File: src/rtl/slow_adc_telemetry.sv
// Four-channel slow-ADC EMA smoother with ch0/1 peak hold (SLOW_ADC_TELEMETRY_PEAK_EN) and ch2 hysteretic alarm.
// Latency: tick -> tlm_valid in 6 cycles; a snapshot that is not accepted blocks newer ones, which are dropped and flag overrun.
module slow_adc_telemetry #(
    parameter int SAMPLE_DIV = 1536,
    parameter int AVG_SHIFT  = 3
) (
    input  logic        clk,
    input  logic        rst,
    input  logic [11:0] ain0,
    input  logic [11:0] ain1,
    input  logic [11:0] ain2,
    input  logic [11:0] ain3,
    input  logic [11:0] thr_hi,
    input  logic [11:0] thr_lo,
    output logic [11:0] avg0,
    output logic [11:0] avg1,
    output logic [11:0] avg2,
    output logic [11:0] avg3,
    output logic [11:0] peak0,
    output logic [11:0] peak1,
    output logic        alarm,
    output logic        tlm_valid,
    input  logic        tlm_ready,
    output logic        overrun
);

    localparam int ACC_W = 12 + AVG_SHIFT;
    localparam int CNT_W = $clog2(SAMPLE_DIV);

    typedef enum logic [2:0] {IDLE, CH0, CH1, CH2, CH3, SNAP} state_t;

    state_t                 state_q, state_d;
    logic [CNT_W-1:0]       cnt_q, cnt_d;
    logic [3:0][11:0]       sh_q, sh_d;
    logic [3:0][ACC_W-1:0]  acc_q, acc_d;
    logic [3:0][11:0]       avg_q, avg_d;
    logic                   primed_q, primed_d;
    logic                   alarm_q, alarm_d;
    logic                   vld_q, vld_d;
    logic                   ovr_q, ovr_d;

    logic                   tick;
    logic                   hs;
    logic                   snap_load;
    logic                   ch_act;
    logic [1:0]             ch;
    logic [11:0]            smp;
    logic [ACC_W-1:0]       acc_cur;
    logic [ACC_W-1:0]       acc_new;
    logic [11:0]            avg_new;

    assign tick      = (cnt_q == CNT_W'(SAMPLE_DIV - 1));
    assign hs        = vld_q & tlm_ready;
    assign snap_load = (state_q == SNAP) && (!vld_q || tlm_ready);

    always_ff @(posedge clk) begin
        if (rst) state_q <= IDLE;
        else     state_q <= state_d;
    end

    always_comb begin
        state_d = state_q;
        ch      = 2'd0;
        ch_act  = 1'b0;
        case (state_q)
            IDLE: if (tick) state_d = CH0;
            CH0:  begin ch = 2'd0; ch_act = 1'b1; state_d = CH1;  end
            CH1:  begin ch = 2'd1; ch_act = 1'b1; state_d = CH2;  end
            CH2:  begin ch = 2'd2; ch_act = 1'b1; state_d = CH3;  end
            CH3:  begin ch = 2'd3; ch_act = 1'b1; state_d = SNAP; end
            SNAP: state_d = IDLE;
            default: state_d = IDLE;
        endcase
    end

    // Single EMA datapath shared by all channels, steered by the FSM state.
    always_comb begin
        smp     = sh_q[ch];
        acc_cur = acc_q[ch];
        if (primed_q)
            acc_new = acc_cur - (acc_cur >> AVG_SHIFT) + {{AVG_SHIFT{1'b0}}, smp};
        else
            acc_new = {smp, {AVG_SHIFT{1'b0}}};
        avg_new = acc_new[ACC_W-1:AVG_SHIFT];
    end

    always_comb begin
        cnt_d    = tick ? '0 : cnt_q + CNT_W'(1);
        sh_d     = tick ? {ain3, ain2, ain1, ain0} : sh_q;
        acc_d    = acc_q;
        avg_d    = avg_q;
        primed_d = primed_q | (state_q == SNAP);
        alarm_d  = alarm_q;
        vld_d    = hs ? 1'b0 : vld_q;
        ovr_d    = ovr_q;

        if (ch_act) acc_d[ch] = acc_new;

        // Set is tested first so it wins when the thresholds overlap.
        if (state_q == CH2) begin
            if (avg_new >= thr_hi)      alarm_d = 1'b1;
            else if (avg_new <= thr_lo) alarm_d = 1'b0;
        end

        if (state_q == SNAP) begin
            if (snap_load) begin
                for (int i = 0; i < 4; i++) avg_d[i] = acc_q[i][ACC_W-1:AVG_SHIFT];
                vld_d = 1'b1;
            end else begin
                ovr_d = 1'b1;
            end
        end
    end

    always_ff @(posedge clk) begin
        if (rst) begin
            cnt_q    <= '0;
            sh_q     <= '0;
            acc_q    <= '0;
            avg_q    <= '0;
            primed_q <= 1'b0;
            alarm_q  <= 1'b0;
            vld_q    <= 1'b0;
            ovr_q    <= 1'b0;
        end else begin
            cnt_q    <= cnt_d;
            sh_q     <= sh_d;
            acc_q    <= acc_d;
            avg_q    <= avg_d;
            primed_q <= primed_d;
            alarm_q  <= alarm_d;
            vld_q    <= vld_d;
            ovr_q    <= ovr_d;
        end
    end

`ifdef SLOW_ADC_TELEMETRY_PEAK_EN
    logic [1:0][11:0] pk_q, pk_d;
    logic [1:0][11:0] pko_q, pko_d;

    // A clear coinciding with a channel update leaves that sample as the new peak.
    always_comb begin
        pk_d  = hs ? '0 : pk_q;
        pko_d = snap_load ? pk_q : pko_q;
        if (state_q == CH0) pk_d[0] = (hs || smp > pk_q[0]) ? smp : pk_q[0];
        if (state_q == CH1) pk_d[1] = (hs || smp > pk_q[1]) ? smp : pk_q[1];
    end

    always_ff @(posedge clk) begin
        if (rst) begin
            pk_q  <= '0;
            pko_q <= '0;
        end else begin
            pk_q  <= pk_d;
            pko_q <= pko_d;
        end
    end

    assign peak0 = pko_q[0];
    assign peak1 = pko_q[1];
`else
    assign peak0 = avg_q[0];
    assign peak1 = avg_q[1];
`endif

    assign avg0      = avg_q[0];
    assign avg1      = avg_q[1];
    assign avg2      = avg_q[2];
    assign avg3      = avg_q[3];
    assign alarm     = alarm_q;
    assign tlm_valid = vld_q;
    assign overrun   = ovr_q;

endmodule

File: config.mk
export PLATFORM = sky130hd
export DESIGN_NAME = slow_adc_telemetry
export DESIGN_NICKNAME = d
export VERILOG_FILES = /design/src/rtl/slow_adc_telemetry.sv
export SDC_FILE = /design/constraint.sdc
export NUM_CORES = 1
export LEC_CHECK = 0
export CAP_MARGIN = 20
export CORE_MARGIN = 4
export CORE_UTILIZATION = 35
export DETAILED_ROUTE_END_ITERATION = 10
export GPL_TIMING_DRIVEN = 1
export SETUP_SLACK_MARGIN = 0.5
export SLEW_MARGIN = 20
export SYNTH_ARGS = -nofsm -noshare
export SYNTH_HDL_FRONTEND = slang
export SYNTH_SLANG_ARGS = --single-unit
File: constraint.sdc
create_clock -name clk -period 6.45 [get_ports clk]
set_input_delay 1.29 -clock clk [delete_from_list [all_inputs] [get_ports clk]]
set_output_delay 1.29 -clock clk [all_outputs]
set_load 0.02 [all_outputs]
==> flow_summary.rst, run 1 <==
.. list-table::
   :header-rows: 1

   * - Metric
     - Value
   * - Detailed Place HPWL
     - ~18000 µm
   * - Cell at the root of the clock tree
     - clkbuf_16
   * - Sum of negative setup slack
     - 0 ps
   * - Number of placed instances, taps included
     - 1491
   * - Capture point of the worst path
     - alarm
   * - Routability Congestion
     - 0.879
   * - Startpoint types
     - flip-flop
   * - Overall global routing resource usage
     - 17.8%
   * - Width of the die
     - 168 µm
   * - DP Area
     - 10400 µm²
   * - Slack of the worst reg-to-reg path
     - roughly 920 ps
   * - Design Area, Final
     - 11100 µm²
   * - Worst clock skew
     - between 10 and 15 ps
   * - Power density of the placed cells
     - approximately 200 nW/µm²
   * - GRT overflow
     - 0
   * - Crit. End Element
     - flip-flop
   * - Net count after synthesis
     - 1224
   * - H-tree levels
     - 4
   * - Cell depth of the worst flop-to-flop path
     - 19
   * - Starting Density
     - 35.5%
   * - Clock sink count
     - 174
   * - Number of global-route vias before repair
     - 7407
   * - Async set or reset register ratio after synthesis
     - 0%
   * - Mean area per synthesized cell
     - 8.15 µm²
   * - Portion of the clock cycle consumed by the worst path in the final layout
     - 85.8%
   * - Clk_lat worst skew
     - 440 ps
   * - Setup fix buffers added after clock tree synthesis
     - 0
   * - Core area
     - 25200 µm²
   * - Run status
     - completed
   * - Count of nets after finishing
     - 1307
   * - Relative slew slack
     - 27.6%
   * - Number of antenna violations at the first check in global routing
     - 0
   * - Total count of hold-check failures in the final report
     - 0
   * - Final setup fails
     - 0
   * - Max Freq
     - approximately 180 MHz
   * - Average wire per cell in the routed design
     - 16.5 µm
   * - Maximum fanout along the worst path
     - 11
   * - Total clock buffers created by CTS
     - 17
   * - Antenna cells
     - 0
   * - Number of flops mapped to enable cells by yosys
     - 0
   * - Fraction of layout instances using a drive strength above 1
     - 7.54%
   * - First drt pass iteration count
     - 5
   * - End-of-flow core utilization
     - 44.0%
   * - Crit Path Category
     - reg -> reg
   * - Layout overhead on the synthesized area
     - 23.9%
   * - Maximum clock path buffer count
     - 2
   * - Post-route non-filler standard cell count
     - 1523
   * - Synthesized area
     - around 8900 µm²
   * - Crit path required time
     - slightly below 7000 ps
   * - Path class of the lowest-slack min-delay path
     - reg -> reg
   * - Commonest cells after routing, fill and taps aside
     - nand2_1, dfxtp_1, clkdlybuf4s50_1
   * - Largest net degree at the start of global routing
     - 65
   * - Final critical-path required period
     - 5530 ps
   * - DRC viols
     - 0
   * - Clock-pin slew of the registers on the worst-case setup and hold paths
     - 80 ps
   * - Number of different library cells in the post-synthesis netlist
     - about 70
   * - Seq/Total Area, Yosys
     - 39.0%
   * - Number of slew-limit violations in the final report
     - 0
   * - Unrepaired setup endpoints after global routing
     - false
   * - Die height
     - between 150 and 200 µm
   * - Total Die Area
     - 28200 µm²
   * - Detail-routed via count per cell
     - approximately 5
   * - Most used flip-flop cell after synthesis
     - dfxtp_1
   * - Post-detailed-route count of antenna-violating nets
     - 0
   * - Detailed Route WL
     - 25200 µm
   * - Count of input and output buffers
     - 149
   * - Hold slack
     - 454 ps
   * - Worst slack after detailed placement
     - roughly 730 ps
   * - Synthesized flop and latch total
     - ~170
   * - Arrival time of the worst setup path
     - roughly 6000 ps
   * - Least setup slack across all paths after layout
     - 918 ps
   * - Tightest Pin Transition
     - 1090 ps
   * - Startpoint of the worst-slack reg-to-reg timing path
     - state_q[1]
   * - CTS tree
     - yes
   * - Via Count
     - just under 8000
   * - Source of the critical timing path
     - state_q[1]
   * - Total of warnings raised by yosys
     - 0
   * - Io pins
     - 150
   * - Pwr Total
     - ~2.3 mW
   * - Endpoint of the most critical register-to-register path
     - alarm
   * - Largest vdd supply drop
     - 0.125 mV
   * - Reported leakage power
     - about 4 nW
   * - Wire length of the first global-routing pass
     - roughly 40000 µm
   * - Num rows
     - 58
   * - Max-Cap Viols
     - 0
   * - Leading cell type in the layout, fill and taps excluded
     - nand2_1
   * - Count of routing violations after the opening detailed-route iteration
     - about 600
   * - Synthesized instance count
     - 1097
   * - Hold Path Origin
     - sh_q[16]
state kept, by name, indices dropped and copies added, names as in the netlist, 3 cells and up:
signal and count:
acc_q 60, avg0 12, avg1 12, avg2 12, avg3 12, cnt_q 11, sh_q 48, state_q 3
repair_timing:
item                       4_1_cts  5_1_grt
setup endpoints to repair        0        1
hold buffers                     0        0
gates resized for setup          0        5
synth_stat cells (all sizes together), types with 7 or more instances:
| cell | count | area share [%] |
|---|---|---|
| nand2 | 242 | 10 |
| dfxtp | 174 | 39 |
| a21oi | 135 | 7.6 |
| nor2 | 89 | 3.7 |
| buf | 61 | 4.6 |
| inv | 61 | 2.6 |
| a211oi | 44 | 4.0 |
| ha | 40 | 5.6 |
| clkbuf | 38 | 1.6 |
| mux2i | 34 | 3.9 |
| o21ai | 15 | 0.84 |
| nand3 | 14 | 0.78 |
| fa | 12 | 2.7 |
| xnor2 | 10 | 0.98 |
| nor3 | 9 | 0.62 |
| nor2b | 8 | 0.56 |
| o221a | 8 | 1.0 |
| a221oi | 7 | 0.69 |
| nand2b | 7 | 0.49 |
cells by family after synthesis:
kind of cell               count (synthesis)  share of synthesized area, %
xor gates and xnor gates                  15                          1.55
AOI/OAI and AO/OA                        253                          18.9
and+or+nand+nor                          407                          19.4
DFF                                      174                          39.0
muxes                                     36                          4.14
buffers and inverters                    160                          8.71
adders and majority gates                 52                          8.29
metal layers:
layer / track usage (%) / routed length [µm]
met1: 23.4 / 11400
met2: 29.7 / 12100
met3: 3.29 / 1160
met4: 5.43 / 542
met5: 0 / 0
critical path, stage by stage, from the launching register on:
cell and delay, ps:
dfxtp_1 560, nor2b_1 230, nor2_1 60, buf_4 170, a221oi_1 690, fa_1 540, ha_1 380, a21oi_1 210
and2_1 180, a21oi_1 80, or3_1 360, a31oi_2 440, inv_1 140, ha_1 310, a21oi_1 150, nor2b_1 60
a311oi_1 240, a211oi_1 110, o41ai_1 350, a31oi_1 140
power by group:
| group | leakage [nW] | switching, mW | internal, mW |
|---|---|---|---|
| clock | 0.308 | 0.528 | 0.568 |
| combinational | 2.28 | 0.0340 | 0.0472 |
| sequential | 1.40 | 0.00136 | 1.07 |
| total | 3.99 | 0.563 | 1.69 |
layout make-up:
| type | instances | area (µm²) |
|---|---|---|
| Inverter | 61 | 229 |
| Multi-Input combinational cell | 763 | 4710 |
| Timing Repair Buffer | 163 | 1590 |
| Clock inverter | 15 | 213 |
| Sequential cell | 174 | 3490 |
| Fill cell | 2494 | 14100 |
| Tap cell | 330 | 413 |
| Clock buffer | 17 | 425 |
how the worst min path moves through the flow:
stage	to	slack (ps)	depth (start not counted)
4_1_cts	acc_q[15]	460	2
3_3_place_gp	sh_q[16]	440	2
3_5_place_dp	acc_q[15]	450	2
6_report	sh_q[16]	450	2
5_1_grt	sh_q[16]	470	2
2_1_floorplan	cnt_q[0]	430	1
No activity file was read; power rests on OpenSTA's default activity.
==> run 2: changes to the inputs <==
--- a/config.mk
+++ b/config.mk
@@ -7,9 +7,10 @@
 export LEC_CHECK = 0
 export CAP_MARGIN = 20
 export CORE_MARGIN = 4
-export CORE_UTILIZATION = 35
+export CORE_UTILIZATION = 45
 export DETAILED_ROUTE_END_ITERATION = 10
 export GPL_TIMING_DRIVEN = 1
+export PLACE_DENSITY = 0.69
 export SETUP_SLACK_MARGIN = 0.5
 export SLEW_MARGIN = 20
 export SYNTH_ARGS = -nofsm -noshare
==> run 2 against run 1 <==
Net effect:
- critical path depth is 1 higher
- clock skew is 3.4 ps lower
- via count is 0.74% higher
- die area is 21% lower
- total power is 0.12% higher
- sequential power hardly changed
- design area is 0.47% lower
==> flow_summary.rst, run 2 (synthesized netlist as in run 1, its figures left out) <==
.. list-table::
   :header-rows: 1

   * - Metric
     - Value
   * - Count of input and output buffers
     - 149 (unchanged)
   * - Overall global routing resource usage
     - 21.4% (+3.6 points)
   * - Average wire per cell in the routed design
     - 16.4 µm (-0.86%)
   * - Tightest Pin Transition
     - 1180 ps (+97.3 ps)
   * - Number of global-route vias before repair
     - 7205 (-2.7%)
   * - Relative slew slack
     - 21.0% (-6.6 points)
   * - Delay of the slowest cell on the worst path
     - 510 ps (-180 ps)
   * - Width of the die
     - 149 µm (-11%)
   * - Antenna cells
     - 0 (unchanged)
   * - Max-Cap Viols
     - 0 (unchanged)
   * - Least setup slack across all paths after layout
     - 875 ps (-43.0 ps)
   * - Cell at the root of the clock tree
     - clkbuf_16
   * - Layout overhead on the synthesized area
     - 23.3%
   * - Io pins
     - 150 (unchanged)
   * - Die height
     - 149 µm (-11%)
   * - Largest vdd supply drop
     - 0.195 mV (+57%)
   * - Reported leakage power
     - 4.00 nW (+0.29%)
   * - Largest registers
     - acc_q x60, sh_q x48
   * - Clock sink count
     - 174 (unchanged)
   * - Number of slew-limit violations in the final report
     - 0 (unchanged)
   * - Maximum clock path buffer count
     - 2 (unchanged)
   * - Leading cell type in the layout, fill and taps excluded
     - nand2_1
   * - Maximum fanout along the worst path
     - 31 (+20)
   * - Post-detailed-route count of antenna-violating nets
     - 0 (unchanged)
   * - GRT overflow
     - 0 (unchanged)
   * - Crit. End Element
     - flip-flop
   * - Sum of negative setup slack
     - 0 ps (unchanged)
   * - Run status
     - completed
   * - End-of-flow core utilization
     - 56.4% (+12 points)
   * - Largest net degree at the start of global routing
     - 86 (+32%)
   * - Final critical-path required period
     - 5570 ps (+43.0 ps)
   * - Routability Congestion
     - 0.915 (+4.2%)
   * - Worst slack after detailed placement
     - 483 ps (-249 ps)
   * - Worst clock skew
     - 11.2 ps (-3.43 ps)
   * - H-tree levels
     - 4 (unchanged)
   * - Via Count
     - 7744 (+0.74%)
   * - Clk_lat worst skew
     - 440 ps (about the same)
   * - Flip-flop count of the largest register after layout
     - 60 (unchanged)
   * - Final setup fails
     - 0 (unchanged)
   * - First drt pass iteration count
     - 5 (unchanged)
   * - Clock-pin slew of the registers on the worst-case setup and hold paths
     - 70 ps (about the same)
   * - Total clock buffers created by CTS
     - 17 (unchanged)
   * - Most flops, register
     - acc_q
   * - Startpoint types
     - flip-flop
   * - Detailed Route WL
     - 23900 µm (-5.0%)
   * - Max Freq
     - 179 MHz (-0.77%)
   * - Arrival time of the worst setup path
     - 5850 ps (+20 ps)
   * - Commonest cells after routing, fill and taps aside
     - nand2_1, dfxtp_1, clkdlybuf4s50_1
   * - Count of routing violations after the opening detailed-route iteration
     - 580 (-3.0%)
   * - Count of nets after finishing
     - 1308 (+0.077%)
   * - Crit path required time
     - 6730 ps (-20 ps)
   * - Detailed Place HPWL
     - 17400 µm (-5.7%)
   * - Power density of the placed cells
     - 205 nW/µm² (+0.60%)
   * - Crit Path Category
     - reg -> reg
   * - Total Die Area
     - 22200 µm² (-21%)
   * - Fraction of layout instances using a drive strength above 1
     - 7.96% (+0.41 points)
   * - Number of antenna violations at the first check in global routing
     - 0 (unchanged)
   * - Wire length of the first global-routing pass
     - 37700 µm (-6.4%)
   * - Unrepaired setup endpoints after global routing
     - false
   * - Ordered list of cells on the worst path
     - nor3b_2, buf_6, nor2_2, a221oi_2, inv_1, fa_1, ha_1, a21oi_1, o21bai_1, a21o_1, or3_1, a31oi_4, inv_1, ha_1, a21oi_1, nor2b_1, a311oi_1, a211oi_1, o41ai_1, a31oi_1
   * - Total count of hold-check failures in the final report
     - 0 (unchanged)
   * - Starting Density
     - 45.8% (+10 points)
   * - Num rows
     - 51 (-12%)
   * - Detail-routed via count per cell
     - 5.31 (+5.2%)
   * - Critical-path top delay cell
     - dfxtp_1
   * - DRC viols
     - 0 (unchanged)
   * - Path class of the lowest-slack min-delay path
     - reg -> reg
   * - Portion of the clock cycle consumed by the worst path in the final layout
     - 86.4% (+0.67 points)
   * - CTS tree
     - yes
   * - Core area
     - 19500 µm² (-22%)
[run 2: cell count changes in the layout (fill, tap and decap cells not counted), sizes merged]
cell	before	now
clkinvlp	0	2
inv	67	68
clkinv	8	2
buf	15	16
clkbuf	17	18
bufinv	1	3
[run 2: cell type report]
cell class | instances | area (µm²)
fill | 1848 | 8500
multi-input combinational | 763 | 4750
tap | 265 | 332
timing repair buffer | 164 | 1610
clock inverter | 14 | 195
clock buffer | 18 | 429
sequential | 174 | 3480
inverter | 61 | 229
[run 2: final timing paths]
path                            startpoint      end  slack, ps  cells past startpoint
worst max-delay path            state_q[2]    alarm        880                     20
worst min register to register     avg3[4]  avg3[4]        450                      2
worst max register to register  state_q[2]    alarm        880                     20
worst min-delay path               avg3[4]  avg3[4]        450                      2
[run 2: worst max-delay path: cells and delay by family (launching register included)]
family | cells | cell delay [ps]
simple gates | 4 | 860
flops | 1 | 510
compound gates | 10 | 2320
fa+ha+maj | 3 | 1200
buf+inv | 3 | 510
[run 2: report_power, final]
part	internal (mW)	switching [mW]	leakage, nW	total [mW]
logic	0.0473	0.0328	2.30	0.0801
clock network	0.625	0.474	0.300	1.10
registers	1.08	0.00131	1.40	1.08
[run 2: metrics by stage]
step | cells | total power [mW] | hold WS (ps) | area (µm²)
after floorplan | 1097 | 1.13 | 426 | 8940
after global placement | 1427 | 1.18 | 441 | 10300
after detailed placement | 1427 | 1.18 | 446 | 10300
after CTS | 1459 | 2.27 | 455 | 11000
after global routing | 1459 | 2.32 | 471 | 11000
final | 1459 | 2.26 | 453 | 11000
[run 2: timing repair]
| item | CTS | global route |
|---|---|---|
| buffers inserted | 0 | 0 |
| pin swaps | 0 | 0 |
| gates resized for setup | 1 | 10 |
| endpoints found under the setup margin | 1 | 1 |
| hold buffers | 0 | 0 |
[run 2: routing by layer]
metal  up-vias  wire [µm]  global-route usage (%)
met3        44       1290                    4.10
met5         -          0                       0
met4         0        582                    7.73
met1      3593      10600                    28.2
met2       231      11400                    35.0
li1       3876          -                       -
